$ cat src/rtl/alarm_ctrl_pkg.sv
// Shared types for the alarm stage: FSM encoding, time ranges, hour/minute arithmetic.
// Pure declarations, no logic, so there is no latency.
// Not applicable: this package has no handshake.
package alarm_ctrl_pkg;

    typedef enum logic [1:0] {
        DISARMED = 2'd0,
        ARMED    = 2'd1,
        RINGING  = 2'd2,
        SNOOZE   = 2'd3
    } state_t;

    localparam int HOURS   = 24;
    localparam int MINUTES = 60;

    typedef struct packed {
        logic [5:0] h;
        logic [5:0] m;
    } hm_t;

    // Add d minutes (d < 60) to h:m, carrying minute overflow into the hour and wrapping 23->0.
    function automatic hm_t add_minutes(input logic [5:0] h, input logic [5:0] m,
                                        input logic [5:0] d);
        logic [6:0] sum;
        hm_t        r;
        sum = {1'b0, m} + {1'b0, d};
        if (sum >= 7'(MINUTES)) begin
            r.m = 6'(sum - 7'(MINUTES));
            r.h = (h == 6'(HOURS - 1)) ? 6'd0 : h + 6'd1;
        end else begin
            r.m = sum[5:0];
            r.h = h;
        end
        return r;
    endfunction

endpackage

$ cat src/rtl/alarm_ctrl_if.sv
// Bundles the alarm stage's switches, buttons, time inputs and status outputs.
// Wires only; no latency.
// No backpressure: every signal is a level or a raw button.
interface alarm_ctrl_if;
    import alarm_ctrl_pkg::*;

    logic       alarm_on;
    logic       set_mode;
    logic       btn_h;
    logic       btn_m;
    logic       btn_stop;
    logic       btn_snooze;
    logic [5:0] hour;
    logic [5:0] minute;
    logic [5:0] second;
    logic [5:0] al_hour;
    logic [5:0] al_minute;
    state_t     state;
    logic       ringing;
    logic       speak;

    modport master (
        output alarm_on, set_mode, btn_h, btn_m, btn_stop, btn_snooze,
        output hour, minute, second,
        input  al_hour, al_minute, state, ringing, speak
    );

    modport slave (
        input  alarm_on, set_mode, btn_h, btn_m, btn_stop, btn_snooze,
        input  hour, minute, second,
        output al_hour, al_minute, state, ringing, speak
    );
endinterface

$ cat src/rtl/alarm_ctrl_btn_pulse.sv
// Synchronises and debounces one raw button and emits a one-cycle pulse on an accepted press.
// Pulse appears DEBOUNCE_CYC+3 cycles after a clean raw rising edge.
// No backpressure; glitches that do not stay stable long enough are dropped.
module alarm_ctrl_btn_pulse #(
    parameter int DEBOUNCE_CYC = 2_000_000
) (
    input  logic clk,
    input  logic rst,
    input  logic raw,
    output logic pulse
);
    localparam int CW = $clog2(DEBOUNCE_CYC + 1);

    logic          sync0;
    logic          sync1;
    logic          level;
    logic [CW-1:0] cnt;

    // Two-flop synchroniser for the asynchronous button input.
    always_ff @(posedge clk or posedge rst) begin
        if (rst) begin
            sync0 <= 1'b0;
            sync1 <= 1'b0;
        end else begin
            sync0 <= raw;
            sync1 <= sync0;
        end
    end

    // Accept a new level only after it has differed from the accepted one for DEBOUNCE_CYC cycles.
    always_ff @(posedge clk or posedge rst) begin
        if (rst) begin
            level <= 1'b0;
            cnt   <= '0;
            pulse <= 1'b0;
        end else begin
            pulse <= 1'b0;
            if (sync1 != level) begin
                if (cnt == CW'(DEBOUNCE_CYC)) begin
                    level <= sync1;
                    cnt   <= '0;
                    pulse <= sync1;
                end else begin
                    cnt <= cnt + CW'(1);
                end
            end else begin
                cnt <= '0;
            end
        end
    end
endmodule

$ cat src/rtl/alarm_ctrl.sv
// Alarm stage: holds the alarm time, rings on a time match, handles stop, snooze and timeout.
// ringing rises 2 cycles after matching time inputs; stop/snooze act 1 cycle after the button pulse.
// No backpressure: time is sampled every cycle and buttons are edge pulses.
module alarm_ctrl
    import alarm_ctrl_pkg::*;
#(
    parameter int CLK_HZ       = 100_000_000,
    parameter int TONE_HZ      = 1000,
    parameter int RING_SEC     = 30,
    parameter int SNOOZE_MIN   = 5,
    parameter int DEBOUNCE_CYC = 2_000_000
) (
    input  logic         clk,
    input  logic         rst,
    alarm_ctrl_if.slave  bus
);
    localparam int HALF = CLK_HZ / (2 * TONE_HZ);
    localparam int TW   = $clog2(HALF + 1);
    localparam int RW   = $clog2(RING_SEC + 1);

    logic          h_pls, m_pls, stop_pls, snz_pls;
    logic [5:0]    hour_r, minute_r, second_r, prev_second_r;
    logic [5:0]    al_hour, al_minute;
    logic          match, match_q, tmatch, tmatch_q;
    logic          trigger, ttrigger, sec_chg, ring_done, edit_ok;
    hm_t           tgt, snz_hm;
    state_t        state, next_state;
    logic [RW-1:0] ring_cnt;
    logic [TW-1:0] tone_cnt;
    logic          tone;

    alarm_ctrl_btn_pulse #(.DEBOUNCE_CYC(DEBOUNCE_CYC)) u_btn_h
        (.clk(clk), .rst(rst), .raw(bus.btn_h), .pulse(h_pls));
    alarm_ctrl_btn_pulse #(.DEBOUNCE_CYC(DEBOUNCE_CYC)) u_btn_m
        (.clk(clk), .rst(rst), .raw(bus.btn_m), .pulse(m_pls));
    alarm_ctrl_btn_pulse #(.DEBOUNCE_CYC(DEBOUNCE_CYC)) u_btn_stop
        (.clk(clk), .rst(rst), .raw(bus.btn_stop), .pulse(stop_pls));
    alarm_ctrl_btn_pulse #(.DEBOUNCE_CYC(DEBOUNCE_CYC)) u_btn_snooze
        (.clk(clk), .rst(rst), .raw(bus.btn_snooze), .pulse(snz_pls));

    assign match     = (hour_r == al_hour) && (minute_r == al_minute) && (second_r == 6'd0);
    assign tmatch    = (hour_r == tgt.h) && (minute_r == tgt.m) && (second_r == 6'd0);
    assign trigger   = match && !match_q;
    assign ttrigger  = tmatch && !tmatch_q;
    assign sec_chg   = (second_r != prev_second_r);
    assign ring_done = sec_chg && (ring_cnt <= RW'(1));
    assign edit_ok   = bus.set_mode && (state != RINGING);
    assign snz_hm    = add_minutes(hour_r, minute_r, 6'(SNOOZE_MIN));

    // Register the time inputs once and keep previous-cycle match flags for edge detection.
    always_ff @(posedge clk or posedge rst) begin
        if (rst) begin
            hour_r        <= '0;
            minute_r      <= '0;
            second_r      <= '0;
            prev_second_r <= '0;
            match_q       <= 1'b0;
            tmatch_q      <= 1'b0;
        end else begin
            hour_r        <= bus.hour;
            minute_r      <= bus.minute;
            second_r      <= bus.second;
            prev_second_r <= second_r;
            match_q       <= match;
            tmatch_q      <= tmatch;
        end
    end

    // FSM state register.
    always_ff @(posedge clk or posedge rst) begin
        if (rst) state <= DISARMED;
        else     state <= next_state;
    end

    // FSM next state; disarm overrides everything, stop beats snooze.
    always_comb begin
        next_state = state;
        if (!bus.alarm_on) begin
            next_state = DISARMED;
        end else begin
            case (state)
                DISARMED: next_state = ARMED;
                ARMED:    if (trigger) next_state = RINGING;
                RINGING: begin
                    if (stop_pls)       next_state = ARMED;
                    else if (snz_pls)   next_state = SNOOZE;
                    else if (ring_done) next_state = ARMED;
                end
                SNOOZE: begin
                    if (stop_pls)      next_state = ARMED;
                    else if (ttrigger) next_state = RINGING;
                end
                default: next_state = DISARMED;
            endcase
        end
    end

    // Ring seconds left, reloaded on every entry to RINGING; snooze target latched on snooze.
    always_ff @(posedge clk or posedge rst) begin
        if (rst) begin
            ring_cnt <= '0;
            tgt      <= '0;
        end else begin
            if (next_state == RINGING && state != RINGING)
                ring_cnt <= RW'(RING_SEC);
            else if (state == RINGING && sec_chg)
                ring_cnt <= ring_cnt - RW'(1);
            if (state == RINGING && next_state == SNOOZE)
                tgt <= snz_hm;
        end
    end

    // Alarm time editing; hour and minute wrap independently with no carry.
    always_ff @(posedge clk or posedge rst) begin
        if (rst) begin
            al_hour   <= 6'd7;
            al_minute <= 6'd0;
        end else if (edit_ok) begin
            if (h_pls) al_hour   <= (al_hour == 6'(HOURS - 1)) ? 6'd0 : al_hour + 6'd1;
            if (m_pls) al_minute <= (al_minute == 6'(MINUTES - 1)) ? 6'd0 : al_minute + 6'd1;
        end
    end

    // Square-wave tone that only runs while ringing.
    always_ff @(posedge clk or posedge rst) begin
        if (rst) begin
            tone_cnt <= '0;
            tone     <= 1'b0;
        end else if (state != RINGING) begin
            tone_cnt <= '0;
            tone     <= 1'b0;
        end else if (tone_cnt == TW'(HALF - 1)) begin
            tone_cnt <= '0;
            tone     <= ~tone;
        end else begin
            tone_cnt <= tone_cnt + TW'(1);
        end
    end

    // Outputs: ringing flag and buzzer gated to even seconds for 1 s on / 1 s off beeping.
    always_comb begin
        bus.ringing = (state == RINGING);
        bus.speak   = (state == RINGING) && tone && !second_r[0];
    end

    assign bus.state     = state;
    assign bus.al_hour   = al_hour;
    assign bus.al_minute = al_minute;
endmodule
$ cat src/flat_wrapper.sv
// flat-port wrapper written by rule: the top's interface ports become plain ports
module alarm_ctrl_flat import alarm_ctrl_pkg::*;
#(
    parameter int CLK_HZ       = 100_000_000,
    parameter int TONE_HZ      = 1000,
    parameter int RING_SEC     = 30,
    parameter int SNOOZE_MIN   = 5,
    parameter int DEBOUNCE_CYC = 2_000_000
)
  (clk, rst, bus_alarm_on, bus_set_mode, bus_btn_h, bus_btn_m, bus_btn_stop, bus_btn_snooze, bus_hour, bus_minute, bus_second, bus_al_hour, bus_al_minute, bus_state, bus_ringing, bus_speak);
  alarm_ctrl_if bus_i ();
  input  logic clk;
  input  logic rst;
  input wire logic [$bits(bus_i.alarm_on)-1:0] bus_alarm_on;
  input wire logic [$bits(bus_i.set_mode)-1:0] bus_set_mode;
  input wire logic [$bits(bus_i.btn_h)-1:0] bus_btn_h;
  input wire logic [$bits(bus_i.btn_m)-1:0] bus_btn_m;
  input wire logic [$bits(bus_i.btn_stop)-1:0] bus_btn_stop;
  input wire logic [$bits(bus_i.btn_snooze)-1:0] bus_btn_snooze;
  input wire logic [$bits(bus_i.hour)-1:0] bus_hour;
  input wire logic [$bits(bus_i.minute)-1:0] bus_minute;
  input wire logic [$bits(bus_i.second)-1:0] bus_second;
  output wire logic [$bits(bus_i.al_hour)-1:0] bus_al_hour;
  output wire logic [$bits(bus_i.al_minute)-1:0] bus_al_minute;
  output wire logic [$bits(bus_i.state)-1:0] bus_state;
  output wire logic [$bits(bus_i.ringing)-1:0] bus_ringing;
  output wire logic [$bits(bus_i.speak)-1:0] bus_speak;
  assign bus_i.alarm_on = bus_alarm_on;
  assign bus_i.set_mode = bus_set_mode;
  assign bus_i.btn_h = bus_btn_h;
  assign bus_i.btn_m = bus_btn_m;
  assign bus_i.btn_stop = bus_btn_stop;
  assign bus_i.btn_snooze = bus_btn_snooze;
  assign bus_i.hour = bus_hour;
  assign bus_i.minute = bus_minute;
  assign bus_i.second = bus_second;
  assign bus_al_hour = bus_i.al_hour;
  assign bus_al_minute = bus_i.al_minute;
  assign bus_state = bus_i.state;
  assign bus_ringing = bus_i.ringing;
  assign bus_speak = bus_i.speak;
  alarm_ctrl #(.CLK_HZ(CLK_HZ), .TONE_HZ(TONE_HZ), .RING_SEC(RING_SEC), .SNOOZE_MIN(SNOOZE_MIN), .DEBOUNCE_CYC(DEBOUNCE_CYC)) u_core (.clk(clk), .rst(rst), .bus(bus_i));
endmodule
$ cat config.mk
export PLATFORM = sky130hd
export DESIGN_NAME = alarm_ctrl_flat
export DESIGN_NICKNAME = d
export VERILOG_FILES = /design/src/rtl/alarm_ctrl_pkg.sv /design/src/rtl/alarm_ctrl_if.sv /design/src/rtl/alarm_ctrl_btn_pulse.sv /design/src/rtl/alarm_ctrl.sv /design/src/flat_wrapper.sv
export SDC_FILE = /design/constraint.sdc
export NUM_CORES = 1
export LEC_CHECK = 0
export BUFFER_PORTS_ARGS = -buffer_cell sky130_fd_sc_hd__buf_2
export CELL_PAD_IN_SITES_DETAIL_PLACEMENT = 1
export CELL_PAD_IN_SITES_GLOBAL_PLACEMENT = 1
export CORE_MARGIN = 4
export CORE_UTILIZATION = 49
export DETAILED_ROUTE_END_ITERATION = 8
export PLACE_DENSITY = 0.84
export SLEW_MARGIN = 10
export SYNTH_ARGS = -nofsm -noshare
export SYNTH_HDL_FRONTEND = slang
export SYNTH_SLANG_ARGS = --single-unit
$ cat constraint.sdc
create_clock -name clk -period 6.2 [get_ports clk]
set_input_delay 0 -clock clk [delete_from_list [all_inputs] [get_ports clk]]
set_output_delay 0 -clock clk [all_outputs]
set_load 0.01 [all_outputs]
### Word-level counts from Yosys, hierarchy flattened

Cells that the tools add are included.

* logic and storage cells: 131
* output and inout bits: 16
* register bits: 174
* input port bits: 26

* $add $sub $neg: 11
* equal/unequal tests: 23
* $lt $le $gt $ge: 2
* mux-type cells: 34
* reduce and logical (&&, ||, !) cells: 26
* bitwise operators: 1

Operator list (count)
* $mux 21: 8
* $add 21x1->21 const B: 4
* $eq 21x21->1 const B: 4
* $mux 16: 2
* $eq 6x6->1: 4
* $add 6x1->6 const B: 3
* $mux 6: 3
* $add 16x1->16 const B: 1
* $eq 16x16->1 const B: 1
* $mux 2: 7
* $logic_and 1x1->1: 13
* $eq 6x5->1 const B: 2
* $mux 12: 1
* $reduce_and 2->1: 6
* $mux 1: 10
* $mux 5: 2
* $eq 2x2->1 const B: 4
* $pmux 2 s4: 1
* $add 6x3->7 const B: 1
* $ge 7x6->1 const B: 1
* $eq 6x6->1 const B: 1
* $logic_not 6->1: 1
* $ne 6x6->1: 1
* $sub 6x6->6 const B: 1
* 9 further kinds: 15

### Depth between registers and ports, before layout

Gate-level depths: netlist (run 1).

* depth in word-level cells: 11
* gate-level depth with buffers: 11

### Hierarchy

Synthesis (run 1) repeated with hierarchy kept, for this count alone.

* cells, all modules: 838
* area, all modules: 8644.5 um^2

Modules (own cells, without submodules)
* alarm_ctrl_btn_pulse: times used 4, cells an instance 121, area an instance 1244.9 um^2
* alarm_ctrl: times used 1, cells an instance 354, area an instance 3664.8 um^2

### Least setup slack after synthesis (run 1)

OpenSTA, ideal clock, no wires.

* path kind: reg-to-reg
* from: reg u_core.minute_r[0]
* to: reg u_core.tgt[3] in the netlist's numbering
* data arrival time: 2681 ps
* required time: 6075 ps
* stages on the path, launching flop included: 10
* path slack: 3394 ps
* setup time: 125 ps
* buffers on the path: 0
* path through: dfrtp_1 > ha_1 > xnor2_1 > ha_1 > nand3_1 > mux2_2 > a32o_1 > a22oi_4 > mux2_2 > mux2_4

* word-level cells in the longest chain between the ends: 10

Ends and longest elaborated chain
* start: declaration: RTL line alarm_ctrl.sv:22 `logic [5:0] hour_r, minute_r, second_r, prev_second_r;`
* start signal: assignment: RTL line alarm_ctrl.sv:61 `minute_r <= bus.minute;`
* branches (longest 10 deep; another with $add 6x3->7)
* end signal: assignment: RTL line alarm_ctrl.sv:109 `tgt <= snz_hm;`
* end: declaration: RTL line alarm_ctrl.sv:26 `hm_t tgt, snz_hm;`

Parallel ways; which one is timed is not known.
A chain may end at the register's enable or synchronous reset.

### Worst setup path after layout (run 1)

* from: reg u_core.minute_r[0]
* to: reg u_core.tgt[6] in the netlist's numbering

* word-level cells in the longest chain between the ends: 10

Ends and longest elaborated chain
* branches (longest 10 deep; another with $add 6x3->7)

Parallel ways; which one is timed is not known.

==> flow_summary.rst, run 1 <==
.. list-table::
   :header-rows: 1

   * - Metric
     - Value
   * - Avg Inst Size Synth
     - 10.4 sq um
   * - CTS hold repair buffers
     - 24
   * - Slowest cell on crit path
     - sky130_fd_sc_hd__dfrtp_1
   * - Clock latency on the worst-skew pair
     - 0.43 ns
   * - Total chip power
     - 2520 uW
   * - Maximum count of clock buffers along a single path
     - 2
   * - Starting density of the core
     - 50.0%
   * - Mux contribution to synthesized area
     - 3.30%
   * - Required time reported for the critical path endpoint
     - 6.51 ns
   * - P&R area growth vs syn
     - 15.9%
   * - First-pass GRT wire length
     - 36,100 microns
   * - Syn_nets
     - 840
   * - Largest net degree at the start of global routing
     - 92
   * - Met3 routed WL
     - 658 microns
   * - Clock-pin slew on the worst setup and hold paths
     - 0.07 ns
   * - Standard cell core area
     - 0.0166 sq mm
   * - Post-Synth XOR/XNOR Area
     - 14.6%
   * - WL per Instance
     - 19.8 microns
   * - Port-buffer cells
     - 41
   * - Critical path, cell by cell
     - ha_1 -> xnor2_1 -> ha_1 -> nand3_1 -> mux2_2 -> a32o_1 -> a22oi_4 -> mux2_2 -> mux2_4
   * - Final period utilization
     - 52.1%
   * - Count of distinct cell types in the synthesized netlist
     - 54
   * - Max-cap viol count
     - 0
   * - Total CTS buffers
     - 17
   * - Delay of the slowest cell on the worst path
     - 0.49 ns
   * - Min Tclk post-route
     - 3.23 ns
   * - Final ANT Viol Nets
     - 0
   * - Kind of critical path
     - flip-flop to flip-flop
   * - Die X-Extent
     - 138 microns
   * - Total length of routed wires
     - 21,700 microns
   * - GRT Total Usage
     - 23.3%
   * - DRT iter0 DRCs
     - 301
   * - Maximum VDD drop
     - 0.209 mV
   * - Ports
     - 42
   * - Detailed Place HPWL
     - 13,600 microns
   * - Transition time of the tightest slew-check pin
     - 0.832 ns
   * - Layout cells sized above 1
     - 11.3%
   * - Post-synthesis register bit count
     - 174
   * - PD cells
     - 263 mW/mm^2
   * - Post-synthesis cell count
     - 797
   * - Worst Setup Start Kind
     - flip-flop
   * - Final setup fails
     - 0
   * - Resized cells post-CTS
     - 0
   * - Total Negative Setup Slacks
     - 0 ns
   * - Routability congestion estimate from global placement
     - 0.864
   * - Topmost layer with routed signal wires
     - met4
   * - Post-route met1 wirelength
     - 8820 microns
   * - Kind of path behind the tightest hold check
     - input pin to flip-flop
   * - Full die area
     - 0.0191 sq mm
   * - Commonest register cell after synthesis
     - sky130_fd_sc_hd__dfrtp_1
   * - Remaining routing DRC violations
     - 0
   * - Share of flip-flops with an asynchronous set or reset after synthesis
     - 100%
   * - Post-route non-filler standard cell count
     - 1,095
   * - Buf+Inv Stages, Crit Path
     - 0
   * - CTS tree
     - built
   * - Number of detailed-routing iterations run before antenna repair
     - 4
   * - Routed vias
     - 6,161
   * - Clock tree sinks
     - 174
   * - Number of synthesized flops with an enable pin
     - 0
   * - FMAX
     - 309 MHz
   * - Nature of the critical path endpoint
     - flip-flop
   * - Antenna fix cells
     - 0
   * - Skew final
     - 0.0134 ns
   * - Die Y-Extent
     - 138 microns
   * - Family with the most delay on the worst path
     - multiplexers
   * - RSZ-0062 raised after global routing
     - no
   * - Final hold vios
     - 0
   * - Cell area after technology mapping
     - 0.00829 sq mm
   * - Cell total after placement
     - 1,039
   * - Fraction of the yosys area taken by sequential cells
     - 52.5%
   * - Met2 WL post-DR
     - 11,600 microns
   * - Max_slew headroom
     - 44.5%
   * - Post-CTS Setup Inserts
     - 0
   * - Simple-gate share of the synthesized area
     - 22.0%
   * - FP Rows
     - 47
   * - Dominant combinational cell family by area after synthesis
     - simple AND/OR/NAND/NOR gates
   * - Number of warnings issued by yosys
     - 0
   * - Data arrival time of the worst path
     - 3.54 ns
   * - Via count of the first global-routing pass
     - 6,933
   * - Routed vias/inst
     - 5.63
   * - Share of the synthesized area in compound gates (AO/OA/AOI/OAI)
     - 2.75%
   * - Peak fanout along the critical path
     - 10
   * - Initial antenna violation count
     - 0
   * - Overflow after GRT
     - 0
   * - Count of nets after finishing
     - 905
   * - CTS H-tree depth
     - 4
   * - Leakage power
     - 0.00422 uW
   * - Adder-Cell Fraction of Synth Area
     - 2.56%
   * - Final slew viol count
     - 0
   * - Root cell of the clock tree
     - sky130_fd_sc_hd__clkbuf_16
   * - Status
     - completed
-- where the power goes --
group,switching [uW],leakage (uW),internal (uW),total [uW]
clock network,447,0.000322,780,1230
logic,69.1,0.00161,47.1,116
registers,27.8,0.00229,1150,1180
-- final timing paths --
path / start / to / slack [ns] / cells after the start
max: u_core.minute_r[0] / u_core.tgt[6] / 2.97 / 9
min in group asynchronous: rst / u_core.u_btn_h.cnt[17] / 0.28 / 3
min: bus_alarm_on / u_core.bus.state[0] / 0.06 / 3
max in group asynchronous: rst / u_core.u_btn_m.cnt[12] / 4.60 / 4
min reg2reg: u_core.u_btn_h.sync0 / u_core.u_btn_h.sync1 / 0.35 / 0
max reg2reg: u_core.minute_r[0] / u_core.tgt[6] / 2.97 / 9
-- flip-flops by register name (all words and copies together), names as in the netlist, 2 cells and up --
| name | count |
|---|---|
| u_core.hour_r | 6 |
| u_core.bus.al_hour | 6 |
| u_core.u_btn_m.cnt | 21 |
| u_core.ring_cnt | 5 |
| u_core.tgt | 12 |
| u_core.second_r | 6 |
| u_core.u_btn_h.cnt | 21 |
| u_core.minute_r | 6 |
| u_core.u_btn_stop.cnt | 21 |
| u_core.u_btn_snooze.cnt | 21 |
| u_core.bus.state | 2 |
| u_core.tone_cnt | 16 |
| u_core.bus.al_minute | 6 |
| u_core.prev_second_r | 6 |
-- layer usage --
layer | global-route usage [%] | up-vias
met2 | 42.2 | 104
li1 | - | 2815
met5 | 0 | -
met4 | 8.48 | 0
met3 | 4.77 | 44
met1 | 27.5 | 3198
-- kinds of logic (layout without fill, tap and decap cells) --
kind of cell               after synthesis  count (layout)
DFF                                    174             174
muxes                                   23              23
and+or+nand+nor                        367             367
xor gates and xnor gates               138             138
adders and majority gates               17              17
AOI/OAI and AO/OA                       32              32
buffers and inverters                   46             124
-- cell usage after synthesis, types with 7 or more instances --
master,instances,share of area (%)
sky130_fd_sc_hd__nand4_1,31,2.3
sky130_fd_sc_hd__mux2_2,11,1.5
sky130_fd_sc_hd__nand2_1,67,3.0
sky130_fd_sc_hd__nor2_1,130,5.9
sky130_fd_sc_hd__inv_1,26,1.2
sky130_fd_sc_hd__and3_1,28,2.1
sky130_fd_sc_hd__nand3_1,40,2.4
sky130_fd_sc_hd__nor2b_1,8,0.60
sky130_fd_sc_hd__dfrtp_1,171,52
sky130_fd_sc_hd__xor2_1,72,7.6
sky130_fd_sc_hd__ha_1,17,2.6
sky130_fd_sc_hd__o21ai_0,10,0.60
sky130_fd_sc_hd__nor3_1,7,0.42
sky130_fd_sc_hd__xnor2_1,66,7.0
sky130_fd_sc_hd__nor4_1,14,1.1
sky130_fd_sc_hd__clkbuf_1,14,0.63
-- cell type report --
cell class	instances	area (sq um)
clock buffers	23	468
clock inverters	9	205
fillers	1786	6970
inverters	26	103
multi-input cells	577	3750
flip-flops and latches	174	4360
well taps	220	275
repair buffers	66	457
-- per-stage QoR --
stage | hold WS [ns] | setup slack [ns] | instance area [sq um] | utilization [%]
floorplan | 0.0314 | 1.49 | 8290 | -
global placement | 0.108 | 3.23 | 8700 | 52.4
detailed placement | 0.110 | 3.06 | 8700 | 52.4
CTS | 0.0363 | 3.02 | 9610 | 58.0
global route | 0.0951 | 2.80 | 9610 | 58.0
finish | 0.0604 | 2.97 | 9610 | 58.0
-- tightest hold or removal path: stages --
cell                      delay, ns
sky130_fd_sc_hd__buf_2         0.11
sky130_fd_sc_hd__nor2b_1       0.14
sky130_fd_sc_hd__a211o_1       0.19
-- layout by cell type, fill, tap and decap left out, types with 3 or more instances in the layout --
cell type	count
sky130_fd_sc_hd__mux2i_1	6
sky130_fd_sc_hd__inv_1	25
sky130_fd_sc_hd__dfstp_2	3
sky130_fd_sc_hd__nand2_1	67
sky130_fd_sc_hd__nor3b_1	4
sky130_fd_sc_hd__or3_1	3
sky130_fd_sc_hd__nor2b_1	8
sky130_fd_sc_hd__nand2b_1	4
sky130_fd_sc_hd__buf_2	41
sky130_fd_sc_hd__a21oi_1	4
sky130_fd_sc_hd__xnor2_1	66
sky130_fd_sc_hd__clkbuf_1	4
sky130_fd_sc_hd__mux2_4	6
sky130_fd_sc_hd__dlygate4sd3_1	24
sky130_fd_sc_hd__ha_1	17
sky130_fd_sc_hd__and4_1	5
sky130_fd_sc_hd__nor4_2	3
sky130_fd_sc_hd__nand4_1	31
sky130_fd_sc_hd__o21ai_0	10
sky130_fd_sc_hd__clkbuf_16	17
sky130_fd_sc_hd__nor2_1	130
sky130_fd_sc_hd__nor4_1	14
sky130_fd_sc_hd__and2_1	3
sky130_fd_sc_hd__nand3_1	40
sky130_fd_sc_hd__mux2_2	11
sky130_fd_sc_hd__bufinv_16	6
sky130_fd_sc_hd__dfrtp_1	171
sky130_fd_sc_hd__xor2_1	72
sky130_fd_sc_hd__nor3_1	7
sky130_fd_sc_hd__nand3b_1	4
sky130_fd_sc_hd__and3_1	28
Power figures use the tool's default switching activity.
==> run 2, diff against run 1 <==
--- a/config.mk
+++ b/config.mk
@@ -5,13 +5,14 @@
 export SDC_FILE = /design/constraint.sdc
 export NUM_CORES = 1
 export LEC_CHECK = 0
+export ABC_AREA = 1
 export BUFFER_PORTS_ARGS = -buffer_cell sky130_fd_sc_hd__buf_2
 export CELL_PAD_IN_SITES_DETAIL_PLACEMENT = 1
 export CELL_PAD_IN_SITES_GLOBAL_PLACEMENT = 1
 export CORE_MARGIN = 4
-export CORE_UTILIZATION = 49
+export CORE_UTILIZATION = 46
 export DETAILED_ROUTE_END_ITERATION = 8
-export PLACE_DENSITY = 0.84
+export PLACE_DENSITY = 0.83
 export SLEW_MARGIN = 10
 export SYNTH_ARGS = -nofsm -noshare
 export SYNTH_HDL_FRONTEND = slang
==> constraint.sdc (replaced) <==
create_clock -name clk -period 3.13 [get_ports clk]
set_input_delay 0 -clock clk [delete_from_list [all_inputs] [get_ports clk]]
set_output_delay 0 -clock clk [all_outputs]
set_load 0.01 [all_outputs]
==> run 2 against run 1 <==
  * Flip-flop and latch count unchanged
  * Critical path depth up 4
  * Largest cell class unchanged
  * Critical endpoint is now u_core.tgt[4]
  * Worst hold slack better by 0.058 ns
  * Largest power group is now sequential cells
  * Wire length up 9.7%
  * First-iteration DRC count down 13%
  * Final cell count up 39%
  * Clock-buffer cell count down 1
  * Clock skew down 0.0043 ns
  * Global-route usage down 0.68 points
==> flow_summary.rst, run 2 <==
.. list-table::
   :header-rows: 1

   * - Metric
     - Value
   * - Status
     - completed
   * - Post-synthesis register bit count
     - 174
   * - WL per Instance
     - 15.6 microns
   * - FP Rows
     - 51
   * - Root cell of the clock tree
     - sky130_fd_sc_hd__clkbuf_16
   * - Worst Setup Start Kind
     - flip-flop
   * - Detailed Place HPWL
     - 16,500 microns
   * - Die X-Extent
     - 149 microns
   * - End point of the most critical hold path
     - u_core.bus.al_minute[0]
   * - Data arrival time of the worst path
     - 2.70 ns
   * - Fraction of the yosys area taken by sequential cells
     - 47.5%
   * - DRT iter0 DRCs
     - 262
   * - Fill cell count
     - 2,477
   * - Worst Hold Path Cells
     - 5
   * - FMAX
     - 429 MHz
   * - Avg Inst Size Synth
     - 7.81 sq um
   * - Final setup fails
     - 0
   * - Total length of routed wires
     - 23,800 microns
   * - Cell area after technology mapping
     - 0.00917 sq mm
   * - Final ANT Viol Nets
     - 0
   * - GRT Total Usage
     - 22.7%
   * - Ports
     - 42
   * - Leakage power
     - 0.00482 uW
   * - Maximum VDD drop
     - 0.353 mV
   * - Skew final
     - 0.00914 ns
   * - Post-route non-filler standard cell count
     - 1,527
   * - Share of flip-flops with an asynchronous set or reset after synthesis
     - 100%
   * - Layout cells sized above 1
     - 8.95%
   * - Proportion of netlist area held by the largest area contributor
     - 46.6%
   * - Final hold vios
     - 0
   * - CTS hold repair buffers
     - 24
   * - Nature of the critical path endpoint
     - flip-flop
   * - Count of distinct cell types in the synthesized netlist
     - 39
   * - Clock latency on the worst-skew pair
     - 0.43 ns
   * - Max_slew headroom
     - 36.8%
   * - Standard cell core area
     - 0.0195 sq mm
   * - Top cell type by total area after synthesis
     - sky130_fd_sc_hd__dfrtp_1
   * - Number of synthesized flops with an enable pin
     - 0
   * - Routed vias/inst
     - 5.26
   * - Largest net degree at the start of global routing
     - 175
   * - Final slew viol count
     - 0
   * - Max-cap viol count
     - 0
   * - Syn_nets
     - 1,217
   * - Clock-pin slew on the worst setup and hold paths
     - 0.06 ns
   * - Storage element area
     - 0.00436 sq mm
   * - Via count of the first global-routing pass
     - 8,857
   * - CTS H-tree depth
     - 4
   * - Transition time of the tightest slew-check pin
     - 0.948 ns
   * - Total Negative Setup Slacks
     - 0 ns
   * - Delay of the slowest cell on the worst path
     - 0.44 ns
   * - Die Y-Extent
     - 149 microns
   * - Leading cell types by total area after synthesis
     - sky130_fd_sc_hd__dfrtp_1 (47%), sky130_fd_sc_hd__nand2_1 (12%), sky130_fd_sc_hd__inv_1 (7.1%)
   * - Final period utilization
     - 74.5%
   * - CTS tree
     - built
   * - Kind of path behind the tightest hold check
     - input pin to flip-flop
   * - Number of warnings issued by yosys
     - 0
   * - Remaining routing DRC violations
     - 0
   * - Routability congestion estimate from global placement
     - 0.835
   * - Overflow after GRT
     - 0
   * - First-pass GRT wire length
     - 41,600 microns
   * - Register-to-Register Setup Slack
     - 0.80 ns
   * - Ranking of synthesized cells by instance count
     - sky130_fd_sc_hd__nand2_1 (283), sky130_fd_sc_hd__inv_1 (173), sky130_fd_sc_hd__dfrtp_1 (171)
   * - Most common cell after layout, fill and taps aside
     - sky130_fd_sc_hd__nand2_1
   * - Min Tclk post-route
     - 2.33 ns
   * - P&R area growth vs syn
     - 14.8%
   * - Port-buffer cells
     - 41
   * - Launch instance of the worst min-delay path
     - bus_set_mode
   * - Commonest register cell after synthesis
     - sky130_fd_sc_hd__dfrtp_1
   * - Required time reported for the critical path endpoint
     - 3.50 ns
   * - Antenna fix cells
     - 0
   * - Initial antenna violation count
     - 0
   * - Total CTS buffers
     - 17
   * - Post-synthesis cell count
     - 1,174
   * - Cell total after placement
     - 1,471
   * - Resized cells post-CTS
     - 0
   * - Critical path, cell by cell
     - ha_1 -> inv_1 -> nand2_1 -> nand2_1 -> ha_1 -> nand2_1 -> a21oi_1 -> nand2_2 -> nand2_2 -> nand2_1 -> nand2_1 -> nand4_1 -> nand2_1
   * - Kind of critical path
     - flip-flop to flip-flop
   * - Area of combinational cells with multiple inputs
     - 0.00407 sq mm
   * - RSZ-0062 raised after global routing
     - no
   * - Clock tree sinks
     - 174
   * - Dominant cell by count in the synthesized netlist
     - sky130_fd_sc_hd__nand2_1
   * - Number of detailed-routing iterations run before antenna repair
     - 5
   * - Peak fanout along the critical path
     - 10
   * - Critical path's most frequent cell
     - sky130_fd_sc_hd__nand2_1
   * - Worst flop-to-flop path endpoint
     - u_core.tgt[4]
   * - Total chip power
     - 4790 uW
   * - Slowest cell on crit path
     - sky130_fd_sc_hd__dfrtp_1
   * - PD cells
     - 455 mW/mm^2
   * - Routed vias
     - 8,032
   * - Worst R2R Path Depth
     - 13
   * - Maximum count of clock buffers along a single path
     - 2
   * - Top library cells by usage in the layout, fill and taps aside
     - sky130_fd_sc_hd__nand2_1 (283), sky130_fd_sc_hd__inv_1 (172), sky130_fd_sc_hd__dfrtp_1 (171)
   * - Post-CTS Setup Inserts
     - 0
   * - Count of nets after finishing
     - 1,292
   * - Launching point of the worst reg2reg path
     - u_core.minute_r[0]
   * - Starting density of the core
     - 47.0%
   * - Full die area
     - 0.0223 sq mm
run 2: cell count changes after synthesis, sizes merged, moves of 14 or more:
cell   delta
a21oi    +49
and3     -29
inv     +154
mux2     -16
nand2   +221
nand3    +25
nand4    +14
nor3     +62
o21ai    +24
xnor2    -55
xor2     -42
run 2: cell type report:
cell class,instances,share of cell area (%)
Inverter,181,6.49
Tap cell,265,3.15
Timing Repair Buffer,68,4.56
Clock buffer,22,4.50
Multi-Input combinational cell,807,38.6
Sequential cell,174,41.4
Clock inverter,10,1.28
run 2: worst max-delay path by stage:
stage                       startpoint                    end  depth (start not counted)
floorplan                          rst  u_core.bus.al_hour[3]                          1
global placement    u_core.minute_r[0]          u_core.tgt[7]                         13
detailed placement  u_core.minute_r[0]          u_core.tgt[4]                         13
CTS                 u_core.minute_r[0]          u_core.tgt[4]                         13
global route        u_core.minute_r[0]          u_core.tgt[7]                         13
finish              u_core.minute_r[0]          u_core.tgt[4]                         13
run 2: cell families (layout without fill, tap and decap cells):
family	count (synthesis)	count (layout)	share of synthesized area [%]
compound gates	101	101	5.86
xor+xnor	41	41	3.91
fa+ha+maj	17	17	2.32
buf+inv	193	281	8.16
flops	174	174	47.5
mux	1	1	0.123
simple gates	647	647	32.1
run 2: critical path, delay by kind of cell, from the launching register on:
family          cells  cell delay, ns
fa+ha+maj           2            0.48
flops               1            0.44
compound gates      1            0.20
buf+inv             1            0.06
simple gates        9            1.09
run 2: per-layer routing:
layer | vias to the layer above | share of wire [%] | wire length (microns) | global-route usage (%)
li1 | 3941 | - | - | -
met1 | 3973 | 45 | 10700 | 27.9
met2 | 93 | 51 | 12100 | 41.0
met3 | 25 | 2.5 | 602 | 4.25
met4 | 0 | 1.4 | 340 | 5.81
met5 | - | 0 | 0 | 0
run 2: per-stage QoR:
step	util [%]	worst slack, ns	area [sq um]	hold slack, ns
after floorplan	-	0.908	9180	0.0314
after global placement	49.6	1.04	9680	0.108
after detailed placement	49.6	0.949	9680	0.109
after CTS	53.9	0.828	10500	0.107
after global routing	53.9	0.602	10500	0.150
final	53.9	0.797	10500	0.118
run 2: power by group:
| group | internal, uW | total [uW] | switching [uW] |
|---|---|---|---|
| Clock | 1320 | 2200 | 884 |
| Combinational | 92.6 | 261 | 168 |
| Sequential | 2280 | 2320 | 40.5 |
| Total | 3690 | 4790 | 1090 |
